### config.mk
export PLATFORM = sky130hd
export DESIGN_NAME = eeg_pea_feed
export DESIGN_NICKNAME = d
export VERILOG_FILES = /design/src/rtl/eeg_pea_feed.sv
export SDC_FILE = /design/constraint.sdc
export NUM_CORES = 2
export LEC_CHECK = 0
export ABC_AREA = 0
export CORE_ASPECT_RATIO = 1.75
export CORE_MARGIN = 8
export CORE_UTILIZATION = 56
export DETAILED_ROUTE_END_ITERATION = 10
export GPL_TIMING_DRIVEN = 0
export PLACE_DENSITY_LB_ADDON = 0.25
export SETUP_SLACK_MARGIN = 0.4
export SYNTH_ARGS = -nofsm -noshare
export SYNTH_HDL_FRONTEND = slang
export SYNTH_SLANG_ARGS = --single-unit
### constraint.sdc
create_clock -name clk -period 4.2 [get_ports clk]
set_input_delay 1.05 -clock clk [delete_from_list [all_inputs] [get_ports clk]]
set_output_delay 1.05 -clock clk [all_outputs]
set_load 0.05 [all_outputs]
### src/rtl/eeg_pea_feed.sv
// Operand join-and-buffer stage feeding the EEG PE array: per-column atomic act/weight join into per-PE FWFT FIFOs.
// Optional zero-operand skipping is enabled by defining EEG_PEA_FEED_ZSKIP_EN.
module eeg_pea_feed #(
   parameter int unsigned PE_ROW    = 4,
   parameter int unsigned PE_COL    = 4,
   parameter int unsigned ACT_DW    = 8,
   parameter int unsigned WEI_DW    = 8,
   parameter int unsigned ACT_IW    = 12,
   parameter int unsigned WEI_IW    = 3,
   parameter int unsigned BUF_DEPTH = 4
) (
   input  logic                                       clk,
   input  logic                                       rst,
   input  logic                                       i_clr,
   input  logic [PE_ROW-1:0]                          i_cfg_row_en,
   input  logic [PE_COL-1:0]                          i_act_vld,
   output logic [PE_COL-1:0]                          o_act_rdy,
   input  logic [PE_COL-1:0]                          i_act_lst,
   input  logic [PE_COL-1:0][ACT_DW-1:0]              i_act_dat,
   input  logic [PE_COL-1:0][ACT_IW-1:0]              i_act_inf,
   input  logic [PE_COL-1:0][PE_ROW-1:0]              i_wei_vld,
   output logic [PE_COL-1:0][PE_ROW-1:0]              o_wei_rdy,
   input  logic [PE_COL-1:0][PE_ROW-1:0]              i_wei_lst,
   input  logic [PE_COL-1:0][PE_ROW-1:0][WEI_DW-1:0]  i_wei_dat,
   input  logic [PE_COL-1:0][PE_ROW-1:0][WEI_IW-1:0]  i_wei_inf,
   output logic [PE_ROW-1:0][PE_COL-1:0]              o_din_vld,
   input  logic [PE_ROW-1:0][PE_COL-1:0]              i_din_rdy,
   output logic [PE_ROW-1:0][PE_COL-1:0][ACT_DW-1:0]  o_din_act_dat,
   output logic [PE_ROW-1:0][PE_COL-1:0][WEI_DW-1:0]  o_din_wei_dat,
   output logic [PE_ROW-1:0][PE_COL-1:0][ACT_IW-1:0]  o_din_act_inf,
   output logic [PE_ROW-1:0][PE_COL-1:0][WEI_IW-1:0]  o_din_wei_inf,
   output logic [PE_ROW-1:0][PE_COL-1:0]              o_din_act_lst,
   output logic [PE_ROW-1:0][PE_COL-1:0]              o_din_wei_lst,
   output logic                                       o_is_idle,
   output logic [15:0]                                o_skp_cnt
);

   localparam int unsigned PTR_W = $clog2(BUF_DEPTH);
   localparam int unsigned CNT_W = PTR_W + 1;
   localparam int unsigned ENT_W = 2 + WEI_IW + ACT_IW + WEI_DW + ACT_DW;

   logic [PE_ROW-1:0][PE_COL-1:0] w_full;
   logic [PE_ROW-1:0][PE_COL-1:0] w_empty;
   logic [PE_ROW-1:0][PE_COL-1:0] w_push;
   logic [PE_ROW-1:0][PE_COL-1:0] w_pop;
   logic [PE_ROW-1:0][PE_COL-1:0] w_skip;
   logic [PE_COL-1:0]             w_free;
   logic [PE_COL-1:0]             w_allw;
   logic [PE_COL-1:0]             w_fire;
   logic                          w_block;

   assign w_block   = i_clr | rst;
   assign w_pop     = o_din_vld & i_din_rdy;
   assign o_is_idle = &w_empty;

   // Column join: a column fires only when every enabled row can accept and has its weight.
   always_comb begin : col_join
      w_free    = '1;
      w_allw    = '1;
      o_act_rdy = '0;
      o_wei_rdy = '0;
      w_fire    = '0;
      w_push    = '0;
      for (int j = 0; j < int'(PE_COL); j++) begin
         for (int i = 0; i < int'(PE_ROW); i++) begin
            if (i_cfg_row_en[i] && w_full[i][j])
               w_free[j] = 1'b0;
            if (i_cfg_row_en[i] && !i_wei_vld[j][i])
               w_allw[j] = 1'b0;
         end
         o_act_rdy[j] = w_free[j] & w_allw[j] & ~w_block;
         w_fire[j]    = i_act_vld[j] & o_act_rdy[j];
         for (int i = 0; i < int'(PE_ROW); i++) begin
            o_wei_rdy[j][i] = i_cfg_row_en[i] & i_act_vld[j] & o_act_rdy[j];
            w_push[i][j]    = w_fire[j] & i_cfg_row_en[i] & ~w_skip[i][j];
         end
      end
   end

`ifdef EEG_PEA_FEED_ZSKIP_EN
   logic [15:0] r_skp_cnt;
   logic [15:0] w_skp_inc;
   logic [16:0] w_skp_sum;

   // Zero-operand pairs are dropped unless they carry a last flag that downstream must see.
   always_comb begin : zskip_detect
      w_skip = '0;
      for (int j = 0; j < int'(PE_COL); j++) begin
         for (int i = 0; i < int'(PE_ROW); i++) begin
            w_skip[i][j] = ((i_act_dat[j] == '0) | (i_wei_dat[j][i] == '0))
                           & ~i_act_lst[j] & ~i_wei_lst[j][i];
         end
      end
   end

   always_comb begin : zskip_count
      w_skp_inc = '0;
      for (int j = 0; j < int'(PE_COL); j++) begin
         for (int i = 0; i < int'(PE_ROW); i++) begin
            if (w_fire[j] && i_cfg_row_en[i] && w_skip[i][j])
               w_skp_inc = w_skp_inc + 16'd1;
         end
      end
      w_skp_sum = 17'(r_skp_cnt) + 17'(w_skp_inc);
   end

   always_ff @(posedge clk) begin : skp_q
      if (rst || i_clr)
         r_skp_cnt <= '0;
      else
         r_skp_cnt <= w_skp_sum[16] ? 16'hFFFF : w_skp_sum[15:0];
   end

   assign o_skp_cnt = r_skp_cnt;
`else
   assign w_skip    = '0;
   assign o_skp_cnt = '0;
`endif

   for (genvar gi = 0; gi < int'(PE_ROW); gi++) begin : g_row
      for (genvar gj = 0; gj < int'(PE_COL); gj++) begin : g_col
         logic [ENT_W-1:0] r_mem [BUF_DEPTH];
         logic [PTR_W-1:0] r_wptr;
         logic [PTR_W-1:0] r_rptr;
         logic [CNT_W-1:0] r_cnt;
         logic [ENT_W-1:0] w_wr_ent;

         assign w_wr_ent = {i_wei_lst[gj][gi], i_act_lst[gj], i_wei_inf[gj][gi],
                            i_act_inf[gj], i_wei_dat[gj][gi], i_act_dat[gj]};

         // Pointers wrap naturally because the depth is a power of two.
         always_ff @(posedge clk) begin : ptr_q
            if (rst || i_clr) begin
               r_wptr <= '0;
               r_rptr <= '0;
               r_cnt  <= '0;
            end else begin
               if (w_push[gi][gj])
                  r_wptr <= r_wptr + PTR_W'(1);
               if (w_pop[gi][gj])
                  r_rptr <= r_rptr + PTR_W'(1);
               case ({w_push[gi][gj], w_pop[gi][gj]})
                  2'b10:   r_cnt <= r_cnt + CNT_W'(1);
                  2'b01:   r_cnt <= r_cnt - CNT_W'(1);
                  default: r_cnt <= r_cnt;
               endcase
            end
         end

         always_ff @(posedge clk) begin : mem_q
            if (w_push[gi][gj])
               r_mem[r_wptr] <= w_wr_ent;
         end

         assign w_full[gi][gj]    = (r_cnt == CNT_W'(BUF_DEPTH));
         assign w_empty[gi][gj]   = (r_cnt == '0);
         assign o_din_vld[gi][gj] = ~w_empty[gi][gj];
         assign {o_din_wei_lst[gi][gj], o_din_act_lst[gi][gj], o_din_wei_inf[gi][gj],
                 o_din_act_inf[gi][gj], o_din_wei_dat[gi][gj], o_din_act_dat[gi][gj]} = r_mem[r_rptr];
      end
   end

endmodule

; ---- After elaboration in Yosys (flattened, before gate mapping)
; Memory sizes are Yosys's and may differ from the RTL's. A register that Yosys moved wholly into a read port is not among the register bits.
; Index checks and enable logic that the tools add are counted.
[word_totals]
ff_bits = 112
ram_bits = 2112
in_bits = 319
out_inout_bits = 581
word_cells = 449
mem_count = 16
[mem_list]
columns = memory, depth, width, rd, rd_ports_with_merged_regs, write_ports, line_no
row1 = g_row[0].g_col[0].r_mem, 4, 33, 1, 1, 1, 122  ; logic [ENT_W-1:0] r_mem [BUF_DEPTH];
row2 = g_row[0].g_col[1].r_mem, 4, 33, 1, 1, 1, 122
row3 = g_row[0].g_col[2].r_mem, 4, 33, 1, 1, 1, 122
row4 = g_row[0].g_col[3].r_mem, 4, 33, 1, 1, 1, 122
row5 = g_row[1].g_col[0].r_mem, 4, 33, 1, 1, 1, 122
row6 = g_row[1].g_col[1].r_mem, 4, 33, 1, 1, 1, 122
row7 = +10 memories, n/a, n/a, n/a, n/a, n/a, n/a
[op_classes]
addsub = 64
eq_ne = 48
muxes = 112
bitwise_logic = 79
n_reduce_logical = 82
[ops]
columns = op, n
row1 = $pmux 3 s2, 16
row2 = $add 2x1->2 const B, 32
row3 = $mux 1, 64
row4 = $mux 2, 32
row5 = $and 1x1->1, 60
row6 = $add 3x1->3 const B, 16
row7 = $eq 3x3->1 const B, 16
row8 = $logic_not 3->1, 16
row9 = $sub 3x1->3 const B, 16
row10 = $eq 2x1->1 const B, 16
row11 = $eq 2x2->1 const B, 16
row12 = $logic_and 1x1->1, 32
row13 = $reduce_bool 2->1, 16
row14 = $not 1->1, 17
row15 = $and 16x16->16, 1
row16 = $logic_not 1->1, 16
row17 = $reduce_and 16->1, 1
row18 = $logic_or 1x1->1, 1
row19 = $or 1x1->1, 1

; ---- Logic depth before layout (Yosys ltp)
[depth]
ltp_word = 12
depth_mapped = 13

; ---- Least setup slack after synthesis
; OpenSTA, ideal clock, no wires.
[synth_timing]
kind = input port to flip-flop
start = in i_cfg_row_en[2]
end = reg g_row[2].g_col[2].r_cnt[2]
setup_ns = 0.070
arrival_time_ns = 3.628
t_required_ns = 4.130
setup_slack_ns = 0.502
cell_stages = 12
path_buffers = 1
path_cell_list = clkbuf_1 and4bb_2 a311oi_1 nand3_1 nor2_1 inv_1 ha_1 inv_1 fa_1 xor2_1 or3_1 a21oi_1
[synth_between]
elab_chain_len = 9
[synth_lines]
columns = element, line_no
row1 = start: declaration, 15  ; input logic [PE_ROW-1:0] i_cfg_row_en,
row2 = "$logic_and 1x1->1, on equally long branches", "66, 68"
row3 = "$mux 1, on equally long branches (2 in a row)", "66, 68"
row4 = $and 1x1->1 (2 in a row), 71  ; o_act_rdy[j] = w_free[j] & w_allw[j] & ~w_block;
row5 = $and 1x1->1, 72  ; w_fire[j] = i_act_vld[j] & o_act_rdy[j];
row6 = $and 1x1->1 (*), 75  ; w_push[i][j] = w_fire[j] & i_cfg_row_en[i] & ~w_skip[i][j];
row7 = $eq 2x1->1 or $eq 2x2->1 (tied branches), 142  ; case ({w_push[gi][gj], w_pop[gi][gj]})
row8 = $pmux 3 s2 or $reduce_bool 2->1 (tied branches), n/a
row9 = end signal: assignment, 143  ; 2'b10: r_cnt <= r_cnt + CNT_W'(1);
row10 = end signal: assignment, 144  ; 2'b01: r_cnt <= r_cnt - CNT_W'(1);
row11 = end signal: assignment, 145  ; default: r_cnt <= r_cnt;
row12 = end: declaration, 125  ; logic [CNT_W-1:0] r_cnt;
; Mark *: on every way between the ends. The rest lies on a longest branch, timed or not.
; A chain may end at the register's enable or synchronous reset.

; ---- Worst setup path after layout
[layout_timing]
start = reg g_row[2].g_col[2].r_cnt[0]
end = out o_is_idle
[layout_between]
elab_chain_len = 2
[layout_lines]
columns = element, line_no
row1 = $logic_not 3->1, 156  ; assign w_empty[gi][gj] = (r_cnt == '0);
row2 = $reduce_and 16->1, 54  ; assign o_is_idle = &w_empty;
row3 = end: declaration, 34  ; output logic o_is_idle,
; No other way between the ends.

==> flow_metrics.tcl <==
set metrics [dict create \
    cp.required_ps 3150 \
    cp_max_fo 4 \
    grt_max_degree 34 \
    cts-htree-levels 4 \
    grt.overflow.total 0 \
    fin_crit_sh 0.933 \
    hpwl_um 146000 \
    rsz0062_at_grt "true" \
    ys_warn_count 0 \
    dieArea_mm2 0.162 \
    relSlewSlack 0.206 \
    cts_buffers 187 \
    cts_tree "done" \
    cp-end-kind "output pin" \
    clk_latency_ps 830 \
    clock_path_buffers 3 \
    nNetsFinal 5239 \
    clk_pin_slew_ps 60 \
    via_count 41400 \
    cp_cell_sequence "or3_4 > or4_4 > or4b_4 > nor2_4 > buf_12" \
    instances_no_fill 6990 \
    p_leak_nw 33.5 \
    dpl.cell_count 6596 \
    critPathSlowestCell "or4_4" \
    fin_area_mm2 0.102 \
    antenna_found_initial 45 \
    synth_top_family_by_area "multiplexers" \
    vdd_ir_drop_max_v 0.000459 \
    hold_ws_ps 491 \
    die_x_um 308 \
    viasPerCell 5.92 \
    yosysUniqueCellTypes 36 \
    hp-class "reg2reg" \
    route.detailed.drc 0 \
    wl_per_cell_um 30.3 \
    tns_ps 0 \
    area_growth_pct 22.4 \
    syn_area_mm2 0.0836 \
    fin_crit_ps 3920 \
    synth_fa_ha_area_frac 0.0158 \
    fp-row-count 187 \
    skew_ps 37.0 \
    synth-compound-area-share 0.00693 \
    drive_gt1_frac 0.279 \
    synth.avg_cell_area_um2 22.9 \
    syn_inst 3655 \
    drt_iter0_markers 3639 \
    outcome "finished, final reports clean" \
    start_util 0.564 \
    die_h_um 527 \
    synthMuxAreaShare 0.142 \
    slowest_delay_ps 540 \
    finalMaxSlewViolations 0 \
    io_pins 900 \
    coreArea_mm2 0.148 \
    cts_root_buf "clkbuf_16" \
    setup-violations-final 0 \
    ys_seq_elements 2256 \
    clock_sinks 2256 \
    cp_data_arrival_time_ps 2870 \
    critPathLaunchType "register" \
    tightest_slew_ps 1190 \
    finalWeightedCongestion 0.796 \
    crit_type "reg2out" \
    grt_pass1_wl_um 301000 \
    ys_seq_area_frac 0.793 \
    drtPass1Iterations 5 \
    portBuffers 881 \
    ant_nets 0 \
    final_cell_mix "edfxtp_1 (2,112), mux4_2 (528), clkdlybuf4s50_1 (333)" \
    synth-xor-area-share 0.00681 \
    cap_viol_max_count 0 \
    finalHoldViolations 0 \
    grt_pass1_vias 43000 \
    drt_wl_total_um 212000 \
    synthSimpleGateAreaFrac 0.0210 \
    powerDensity_mw_per_mm2 419 \
    fmax_ghz 0.255 \
    final_common_cell "edfxtp_1" \
    grt_usage 0.258 \
    place_area_mm2 0.0963 \
]
cells by family (layout without fill, tap and decap cells):
family	Yosys count	after routing
compound gates	98	98
xor+xnor	65	65
fa+ha+maj	96	96
buf+inv	275	1588
flops	2256	2256
mux	529	529
other cells	1	39
simple gates	335	335
layer usage:
layer / track usage / up-vias / share of wire / wire length (µm)
li1: - / 17400 / - / -
met1: 0.314 / 21700 / 0.35 / 73700
met2: 0.427 / 1914 / 0.50 / 105000
met3: 0.108 / 334 / 0.13 / 27200
met4: 0.0658 / 44 / 0.026 / 5500
met5: 0 / - / 0.0014 / 302
flip-flops by register name (all words and copies together), names as in the netlist, named ones only:
register / count
g_row.g_col.r_cnt: 48
g_row.g_col.r_wptr: 32
g_row.g_col.r_mem: 2112
g_row.g_col.r_rptr: 32
timing repair:
item                       in CTS  in global routing
cloned                          0                  1
pin swaps                       8                  6
resized for setup             958                476
setup endpoints to repair     566                324
hold buffers                    0                  0
setup buffers                  12                 10
power by group:
part	total (W)	switching (W)	leakage [nW]	internal, W
clock	0.0171	0.00783	2.90	0.00924
combinational	0.00123	0.000792	10.4	0.000438
sequential	0.0246	0.0000159	20.2	0.0246
total	0.0429	0.00864	33.5	0.0343
final timing paths:
kind	startpoint	endpoint	slack [ps]	depth (start not counted)
setup / recovery	g_row[2].g_col[2].r_cnt[0]	o_is_idle	280	5
hold reg to reg	g_row[3].g_col[0].r_cnt[2]	g_row[3].g_col[0].r_cnt[2]	490	2
hold / removal	g_row[3].g_col[0].r_cnt[2]	g_row[3].g_col[0].r_cnt[2]	490	2
setup reg to reg	g_row[3].g_col[2].r_cnt[0]	g_row[1].g_col[2].r_cnt[2]	1350	13
area by class of cell:
class	count	area, µm²
diodes	23	57.6
multi-input cells	1139	16400
well taps	1984	2480
fillers	9230	46000
plain buffers	171	1270
flip-flops and latches	2256	66300
clock buffers	234	4960
repair inverters	1	5.00
repair buffers	964	9460
inverters	104	398
clock inverters	114	1020
critical path, delay by kind of cell, from the launching register on:
| family | cells | cell delay [ps] |
|---|---|---|
| flip-flops | 1 | 330 |
| AND/OR/NAND/NOR | 4 | 1570 |
| buffers and inverters | 1 | 150 |
per-stage QoR:
step	setup WS, ps	power, W	util
2_1_floorplan	502	0.0255	-
3_3_place_gp	-1400	0.0263	0.640
6_report	281	0.0429	0.690
5_1_grt	198	0.0440	0.690
3_5_place_dp	-1400	0.0263	0.649
4_1_cts	112	0.0432	0.691
synth_stat cells, drive strengths merged:
cell type  count  area (µm²)
conb           1        3.75
nand4bb        4        45.0
and2          44         277
mux4         528       11900
or4            1        7.51
mux2i          1        10.0
edfxtp      2112       63400
nor4           3        18.8
a311oi         3        26.3
and4bb         1        12.5
inv          104         390
nor3           1        5.00
o31ai         11        82.6
clkbuf       101         379
nand2         34         128
nor2         110         413
buf           70         388
o21ai         35         175
or4b           1        10.0
or3           32         205
fa            16         320
a21oi         41         205
xor2          48         420
xnor2         17         149
or2            1        6.26
ha            80        1000
dfxtp        144        2880
and3          61         382
nand3         34         170
nor4bb         8        80.1
o221a          8        90.1
No activity file was read; power rests on OpenSTA's default activity.
